### src/rtl/decode_issue_queue.sv
// Buffered decode stage: fetched instructions wait in a circular queue, the head is
// decoded combinationally and issued to RS or LSB (plus RoB) when the target has room.
module decode_issue_queue #(
    parameter int QUEUE_DEPTH_WIDTH = 3,
    parameter int ROB_ID_WIDTH      = 4
) (
    input  logic                    clk,
    input  logic                    rst,
    input  logic                    rdy,
    input  logic                    fetch_valid,
    input  logic [31:0]             fetch_instr,
    input  logic [31:0]             fetch_pc,
    input  logic                    fetch_pred_taken,
    output logic                    queue_full,
    input  logic                    flush,
    input  logic                    rob_full,
    input  logic                    rs_full,
    input  logic                    lsb_full,
    output logic                    issue_valid,
    output logic                    issue_to_lsb,
    output logic [31:0]             issue_instr,
    output logic [31:0]             issue_pc,
    output logic [2:0]              issue_op,
    output logic [6:0]              issue_type,
    output logic [31:0]             issue_imm,
    output logic [4:0]              issue_rd,
    output logic                    issue_pred_taken,
    output logic [4:0]              reg_id1,
    output logic [4:0]              reg_id2,
    input  logic [31:0]             reg_value1_in,
    input  logic [31:0]             reg_value2_in,
    input  logic                    has_dep1_in,
    input  logic                    has_dep2_in,
    input  logic [ROB_ID_WIDTH-1:0] v_rob_id1_in,
    input  logic [ROB_ID_WIDTH-1:0] v_rob_id2_in,
    input  logic [ROB_ID_WIDTH-1:0] rd_rob_id_in,
    output logic [31:0]             reg_value1_out,
    output logic [31:0]             reg_value2_out,
    output logic                    has_dep1_out,
    output logic                    has_dep2_out,
    output logic [ROB_ID_WIDTH-1:0] v_rob_id1_out,
    output logic [ROB_ID_WIDTH-1:0] v_rob_id2_out,
    output logic [ROB_ID_WIDTH-1:0] rd_rob_id_out,
    output logic [31:0]             stall_cycles
);

    localparam int DEPTH = 1 << QUEUE_DEPTH_WIDTH;
    localparam logic [QUEUE_DEPTH_WIDTH:0]   FULL_COUNT = (QUEUE_DEPTH_WIDTH+1)'(DEPTH);
    localparam logic [QUEUE_DEPTH_WIDTH-1:0] PTR_ONE    = QUEUE_DEPTH_WIDTH'(1);
    localparam logic [QUEUE_DEPTH_WIDTH:0]   CNT_ONE    = (QUEUE_DEPTH_WIDTH+1)'(1);

    localparam logic [6:0] OPC_LUI    = 7'b0110111;
    localparam logic [6:0] OPC_AUIPC  = 7'b0010111;
    localparam logic [6:0] OPC_JAL    = 7'b1101111;
    localparam logic [6:0] OPC_JALR   = 7'b1100111;
    localparam logic [6:0] OPC_BRANCH = 7'b1100011;
    localparam logic [6:0] OPC_LOAD   = 7'b0000011;
    localparam logic [6:0] OPC_STORE  = 7'b0100011;
    localparam logic [6:0] OPC_OPIMM  = 7'b0010011;
    localparam logic [6:0] OPC_OP     = 7'b0110011;

    logic [31:0] instr_mem [DEPTH];
    logic [31:0] pc_mem    [DEPTH];
    logic        pred_mem  [DEPTH];

    logic [QUEUE_DEPTH_WIDTH-1:0] head_q, head_d;
    logic [QUEUE_DEPTH_WIDTH-1:0] tail_q, tail_d;
    logic [QUEUE_DEPTH_WIDTH:0]   count_q, count_d;
    logic [31:0]                  stall_q, stall_d;

    logic [31:0] head_instr;
    logic [6:0]  opc;
    logic        legal;
    logic        has_rs1;
    logic        has_rs2;
    logic        has_rd;
    logic        to_lsb;
    logic        blocked;
    logic        not_empty;
    logic        push;
    logic        pop;
    logic        do_issue;
    logic [31:0] imm;

    assign head_instr = instr_mem[head_q];
    assign opc        = head_instr[6:0];
    assign not_empty  = (count_q != '0);
    assign queue_full = (count_q == FULL_COUNT);

    always_comb begin
        legal   = 1'b1;
        has_rs1 = 1'b1;
        has_rs2 = 1'b0;
        has_rd  = (head_instr[11:7] != 5'd0);
        imm     = 32'd0;
        case (opc)
            OPC_LUI, OPC_AUIPC: begin
                imm     = {head_instr[31:12], 12'd0};
                has_rs1 = 1'b0;
            end
            OPC_JAL: begin
                imm     = {{12{head_instr[31]}}, head_instr[19:12], head_instr[20],
                           head_instr[30:21], 1'b0};
                has_rs1 = 1'b0;
            end
            OPC_JALR, OPC_LOAD, OPC_OPIMM: begin
                imm = {{20{head_instr[31]}}, head_instr[31:20]};
            end
            OPC_BRANCH: begin
                imm     = {{20{head_instr[31]}}, head_instr[7], head_instr[30:25],
                           head_instr[11:8], 1'b0};
                has_rs2 = 1'b1;
                has_rd  = 1'b0;
            end
            OPC_STORE: begin
                imm     = {{20{head_instr[31]}}, head_instr[31:25], head_instr[11:7]};
                has_rs2 = 1'b1;
                has_rd  = 1'b0;
            end
            OPC_OP: begin
                has_rs2 = 1'b1;
            end
            default: begin
                legal = 1'b0;
            end
        endcase
    end

    assign to_lsb  = (opc == OPC_LOAD) || (opc == OPC_STORE);
    assign blocked = rob_full || (to_lsb ? lsb_full : rs_full);

    assign do_issue = rdy && !rst && !flush && not_empty && legal && !blocked;
    // Illegal opcodes are dropped from the head without being issued.
    assign pop  = do_issue || (rdy && !rst && !flush && not_empty && !legal);
    assign push = fetch_valid && !queue_full && !flush && rdy;

    always_comb begin
        head_d  = head_q;
        tail_d  = tail_q;
        count_d = count_q;
        stall_d = stall_q;
        if (flush) begin
            head_d  = '0;
            tail_d  = '0;
            count_d = '0;
            stall_d = '0;
        end else begin
            if (push) begin
                tail_d = tail_q + PTR_ONE;
            end
            if (pop) begin
                head_d = head_q + PTR_ONE;
            end
            case ({push, pop})
                2'b10:   count_d = count_q + CNT_ONE;
                2'b01:   count_d = count_q - CNT_ONE;
                default: count_d = count_q;
            endcase
            if (rdy && not_empty && legal && blocked && (stall_q != 32'hFFFF_FFFF)) begin
                stall_d = stall_q + 32'd1;
            end
        end
    end

    always_ff @(posedge clk) begin
        if (rst) begin
            head_q  <= '0;
            tail_q  <= '0;
            count_q <= '0;
            stall_q <= '0;
        end else begin
            head_q  <= head_d;
            tail_q  <= tail_d;
            count_q <= count_d;
            stall_q <= stall_d;
        end
    end

    // Payload storage needs no reset; count gates every use of it.
    always_ff @(posedge clk) begin
        if (push && !rst) begin
            instr_mem[tail_q] <= fetch_instr;
            pc_mem[tail_q]    <= fetch_pc;
            pred_mem[tail_q]  <= fetch_pred_taken;
        end
    end

    assign issue_valid      = do_issue;
    assign issue_to_lsb     = to_lsb;
    assign issue_instr      = head_instr;
    assign issue_pc         = pc_mem[head_q];
    assign issue_pred_taken = pred_mem[head_q];
    assign issue_op         = head_instr[14:12];
    assign issue_type       = opc;
    assign issue_imm        = imm;
    assign issue_rd         = has_rd ? head_instr[11:7] : 5'd0;
    assign reg_id1          = head_instr[19:15];
    assign reg_id2          = head_instr[24:20];

    assign reg_value1_out = reg_value1_in;
    assign reg_value2_out = reg_value2_in;
    assign v_rob_id1_out  = v_rob_id1_in;
    assign v_rob_id2_out  = v_rob_id2_in;
    assign has_dep1_out   = has_dep1_in && has_rs1;
    assign has_dep2_out   = has_dep2_in && has_rs2;
    assign rd_rob_id_out  = has_rd ? rd_rob_id_in : '0;
    assign stall_cycles   = stall_q;

endmodule

### config.mk
export PLATFORM = sky130hd
export DESIGN_NAME = decode_issue_queue
export DESIGN_NICKNAME = d
export VERILOG_FILES = /design/src/rtl/decode_issue_queue.sv
export SDC_FILE = /design/constraint.sdc
export NUM_CORES = 1
export LEC_CHECK = 0
export CORE_MARGIN = 2
export CORE_UTILIZATION = 40
export CTS_BUF_LIST = sky130_fd_sc_hd__clkbuf_16
export DETAILED_ROUTE_END_ITERATION = 7
export PLACE_DENSITY = 0.63
export SLEW_MARGIN = 20
export SYNTH_ARGS = -nofsm -noshare
export SYNTH_HDL_FRONTEND = slang
export SYNTH_SLANG_ARGS = --single-unit
### constraint.sdc
create_clock -name clk -period 8.1 [get_ports clk]
set_clock_uncertainty 0.15 [all_clocks]
set_input_delay 2.43 -clock clk [delete_from_list [all_inputs] [get_ports clk]]
set_output_delay 2.43 -clock clk [all_outputs]
set_load 0.005 [all_outputs]
==> results summary, run 1 <==
The routability congestion estimate from global placement came out at 0.850. The max-cap check violation count came out at 0. The overall global routing resource usage is 0.180.

The largest net degree at the start of global routing came out at 66. The warning count from the yosys run is 0. The cell with the largest stage delay on the worst path is sky130_fd_sc_hd__dfxtp_4.

The library cell used most frequently in the layout, excluding fill and tap cells, is sky130_fd_sc_hd__edfxtp_1. The number of flops mapped to enable cells by yosys came out at 520. The maximum net fanout on the critical path is 40.

The post-layout instance count excluding filler cells came out at 2228. The run finished with clean final reports. The final net count is 1577. The highest attainable clock frequency is 143 MHz. The design internal power came out at 4.78 mW. The core region is 56600 µm².

The worst setup path is launched from a flip-flop. The initial utilization of the core area, before any placement, comes to 0.407. Post-CTS repair changed the size of 0 cells. The overall die width is 244 µm. The wire length of the first global-routing pass is 79500 µm.

The number of clock sinks came out at 565. The number of setup buffers added after CTS is 0. The final number of max-transition violations is 0.

In the final timing run, aggregate negative setup slack is 0 ps. The half-perimeter wire length after placement came out at 32400 µm. Synthesis instantiated 55 different standard cells from the library. In the layout the commonest cells are 520 x sky130_fd_sc_hd__edfxtp_1, 241 x sky130_fd_sc_hd__clkdlybuf4s50_1, 130 x sky130_fd_sc_hd__mux4_2, 59 x sky130_fd_sc_hd__clkbuf_16, 46 x sky130_fd_sc_hd__mux2_2. The share of total power in the clock network is 0.445. The power density relative to cell area came out at 216 nW/µm². The area share of the leading cell type in the synthesized netlist came out at 0.678. The filler cell count in the final layout came out at 4631. Measured along the y axis, the die boundary spans 244 µm. The deepest clock path buffer count came out at 3. Pin placement for this block handled 386 I/O pins. The cell leakage power is 8.55 nW. The DRC marker count from the first detailed-route iteration came out at 788. Dividing the detail-routed wire length by the instance count gives 24.2 µm.

The synthesized net count is 1392. The count of antenna-violating nets left after detailed routing is 0. For this design the total switching power over the nets is 1.20 mW. The path class of the lowest-slack min-delay path is reg2reg. The share of synthesized area occupied by flip-flops and latches came out at 0.718. The share of synthesized flip-flops with an asynchronous set or reset came out at 0.

Dividing the detail-routed via count by the number of cells gives 5.40. The critical path goes through buf_4 > mux4_2 > mux2i_1 > a31oi_1 > and2_1 > clkdlybuf4s50_1. The sequential fraction of design power came out at 0.533. The fraction of layout instances using a drive strength above 1 came out at 0.217. TritonCTS built the clock tree. The actual transition at the worst max-transition pin came out at 997 ps. The type of element capturing the critical path is an output port.

In this run, synthesis produced a sequential element count of 565. The mean cell area of the mapped netlist is 18.7 µm². The post-CTS clock slew at the launch and capture registers of the worst setup and hold paths is 60 ps.

The via count of the first global-routing pass is 12300. The worst hold margin came out at 304 ps. The number of hold violations in the final report came out at 0. In this run, placement finished with an instance count of 2113. The remaining routing DRC violations came out at 0. The required time at the endpoint of the critical path came out at 5520 ps. The share of the clock period used by the worst path came out at 0.864.

The most used flip-flop cell after synthesis is sky130_fd_sc_hd__edfxtp_1. The clock buffer count from CTS is 59. Summed over all instances, the cell type with the most area after synthesis is sky130_fd_sc_hd__edfxtp_1. The core utilization of the finished layout came out at 0.490. The number of hold-repair buffers added at the cts stage came out at 0. The total iterations of the first detailed-routing run came out at 5.

The arrival time at the worst endpoint came out at 4420 ps. The overall power consumption is 5.98 mW. The initial antenna violation count is 8. The vias after detailed routing is 12000.

The CTS H-tree depth is 2. VDD sags by at most 0.171 mV. The later pin in the worst-skew pair is clocked with a latency of 610 ps.

Relative to the synthesized area, the layout overhead comes to 20.6%. Setup repair after global routing left no endpoint under its margin. The category of the most critical setup path is reg2out. The standard-cell row count came out at 87. Synthesis produced 1234 cells. Counting I/O delays and the setup requirement, the final critical path takes 7000 ps. The switching share of total power came out at 0.201.

After detailed routing, the total wire length is 53900 µm. The relative slew slack is 0.334. In this run the clock root is driven by a sky130_fd_sc_hd__clkbuf_16. In this design, the stage delay of the slowest critical-path cell is 900 ps. The cell area after synthesis is 23000 µm². Summed over all layers, the global routing overflow is 0.

The total die area came out at 59500 µm². The count of input and output buffers is 241. Ranked by total cell area, the synthesized netlist is headed by sky130_fd_sc_hd__edfxtp_1 68%, sky130_fd_sc_hd__mux4_2 13%, sky130_fd_sc_hd__dfxtp_1 3.9%. Setup violations remaining at the end of the flow were counted as 0.

Of the total power, combinational logic draws 0.022.
sequential cells by signal (all words and copies together), names as in the netlist, named ones only:
name,flops
count_q,4
head_q,3
instr_mem,256
pc_mem,256
pred_mem,8
stall_cycles,32
tail_q,3
worst max-delay path, delay by kind of cell (launching register included):
kind / cells / cell delay, ps
multiplexers: 2 / 1240
flip-flops: 1 / 900
AND/OR/NAND/NOR: 1 / 260
buffers and inverters: 2 / 1030
AO/OA/AOI/OAI: 1 / 340
layout make-up:
type	instances	area [µm²]	area share
Sequential cell	565	16500	0.595
Tap cell	756	946	0.0341
Antenna cell	4	10.0	0.000361
Clock inverter	51	452	0.0163
Multi-Input combinational cell	496	5560	0.200
Timing Repair Buffer	265	2670	0.0961
Clock buffer	59	1480	0.0532
Inverter	32	120	0.00433
synth_stat cells, types with 16 or more instances:
library cell	count
sky130_fd_sc_hd__edfxtp_1	520
sky130_fd_sc_hd__mux4_2	130
sky130_fd_sc_hd__buf_4	93
sky130_fd_sc_hd__mux2_2	46
sky130_fd_sc_hd__dfxtp_1	45
sky130_fd_sc_hd__nor2_1	45
sky130_fd_sc_hd__nand2_1	34
sky130_fd_sc_hd__inv_1	31
sky130_fd_sc_hd__a21oi_1	30
sky130_fd_sc_hd__clkbuf_1	29
sky130_fd_sc_hd__o21ai_0	29
sky130_fd_sc_hd__or3_1	24
sky130_fd_sc_hd__mux2i_1	20
sky130_fd_sc_hd__nand3_1	16
power groups by stage:
stage	Combinational (mW)	Sequential [mW]	Clock [mW]
5_1_grt	0.143	3.19	2.84
6_report	0.132	3.19	2.66
3_5_place_dp	0.133	3.25	0
4_1_cts	0.134	3.19	2.73
2_1_floorplan	0.0617	3.25	0
3_3_place_gp	0.129	3.25	0
cells by family (layout without fill, tap and decap cells):
family | after synthesis | count (layout) | share of synthesized area
flops | 565 | 565 | 0.718
buf+inv | 173 | 407 | 0.0440
xor+xnor | 7 | 7 | 0.00266
mux | 200 | 200 | 0.162
compound gates | 107 | 107 | 0.0301
fa+ha+maj | 7 | 7 | 0.00413
simple gates | 175 | 175 | 0.0396
other cells | 0 | 4 | 0
final timing paths:
kind	start	depth (start not counted)	slack [ps]	to
hold / removal	head_q[2]	1	300	flip-flop
hold reg to reg	head_q[2]	1	300	flip-flop
setup reg to reg	flip-flop	12	3330	count_q[3]
setup / recovery	flip-flop	6	1100	rd_rob_id_out[1]
per-stage QoR:
step / area, µm² / setup slack (ps)
finish: 27800 / 1100
global route: 27700 / 673
CTS: 27700 / 905
detailed placement: 25800 / 1350
global placement: 25800 / 1410
floorplan: 23000 / 1370
metal layers:
| layer | part of all wire | track usage | wire, µm | up-vias |
|---|---|---|---|---|
| li1 | - | - | - | 5269 |
| met1 | 0.42 | 0.234 | 22500 | 6207 |
| met2 | 0.48 | 0.293 | 25800 | 402 |
| met3 | 0.072 | 0.0466 | 3890 | 143 |
| met4 | 0.031 | 0.0673 | 1690 | 10 |
| met5 | 0.0011 | 0 | 62 | - |
No activity file was read; power rests on OpenSTA's default activity.
==> run 2, diff against run 1 <==
CAP_MARGIN = 0   (was default)
SKIP_LAST_GASP = 1   (was default)
==> results of run 2 <==
No change in the layout: final DEF, timing and power equal those of run 1.
==> run 3, diff against run 2 <==
CAP_MARGIN = default   (was 0)
==> results of run 3 <==
No change in the layout: final DEF, timing and power equal those of run 1.
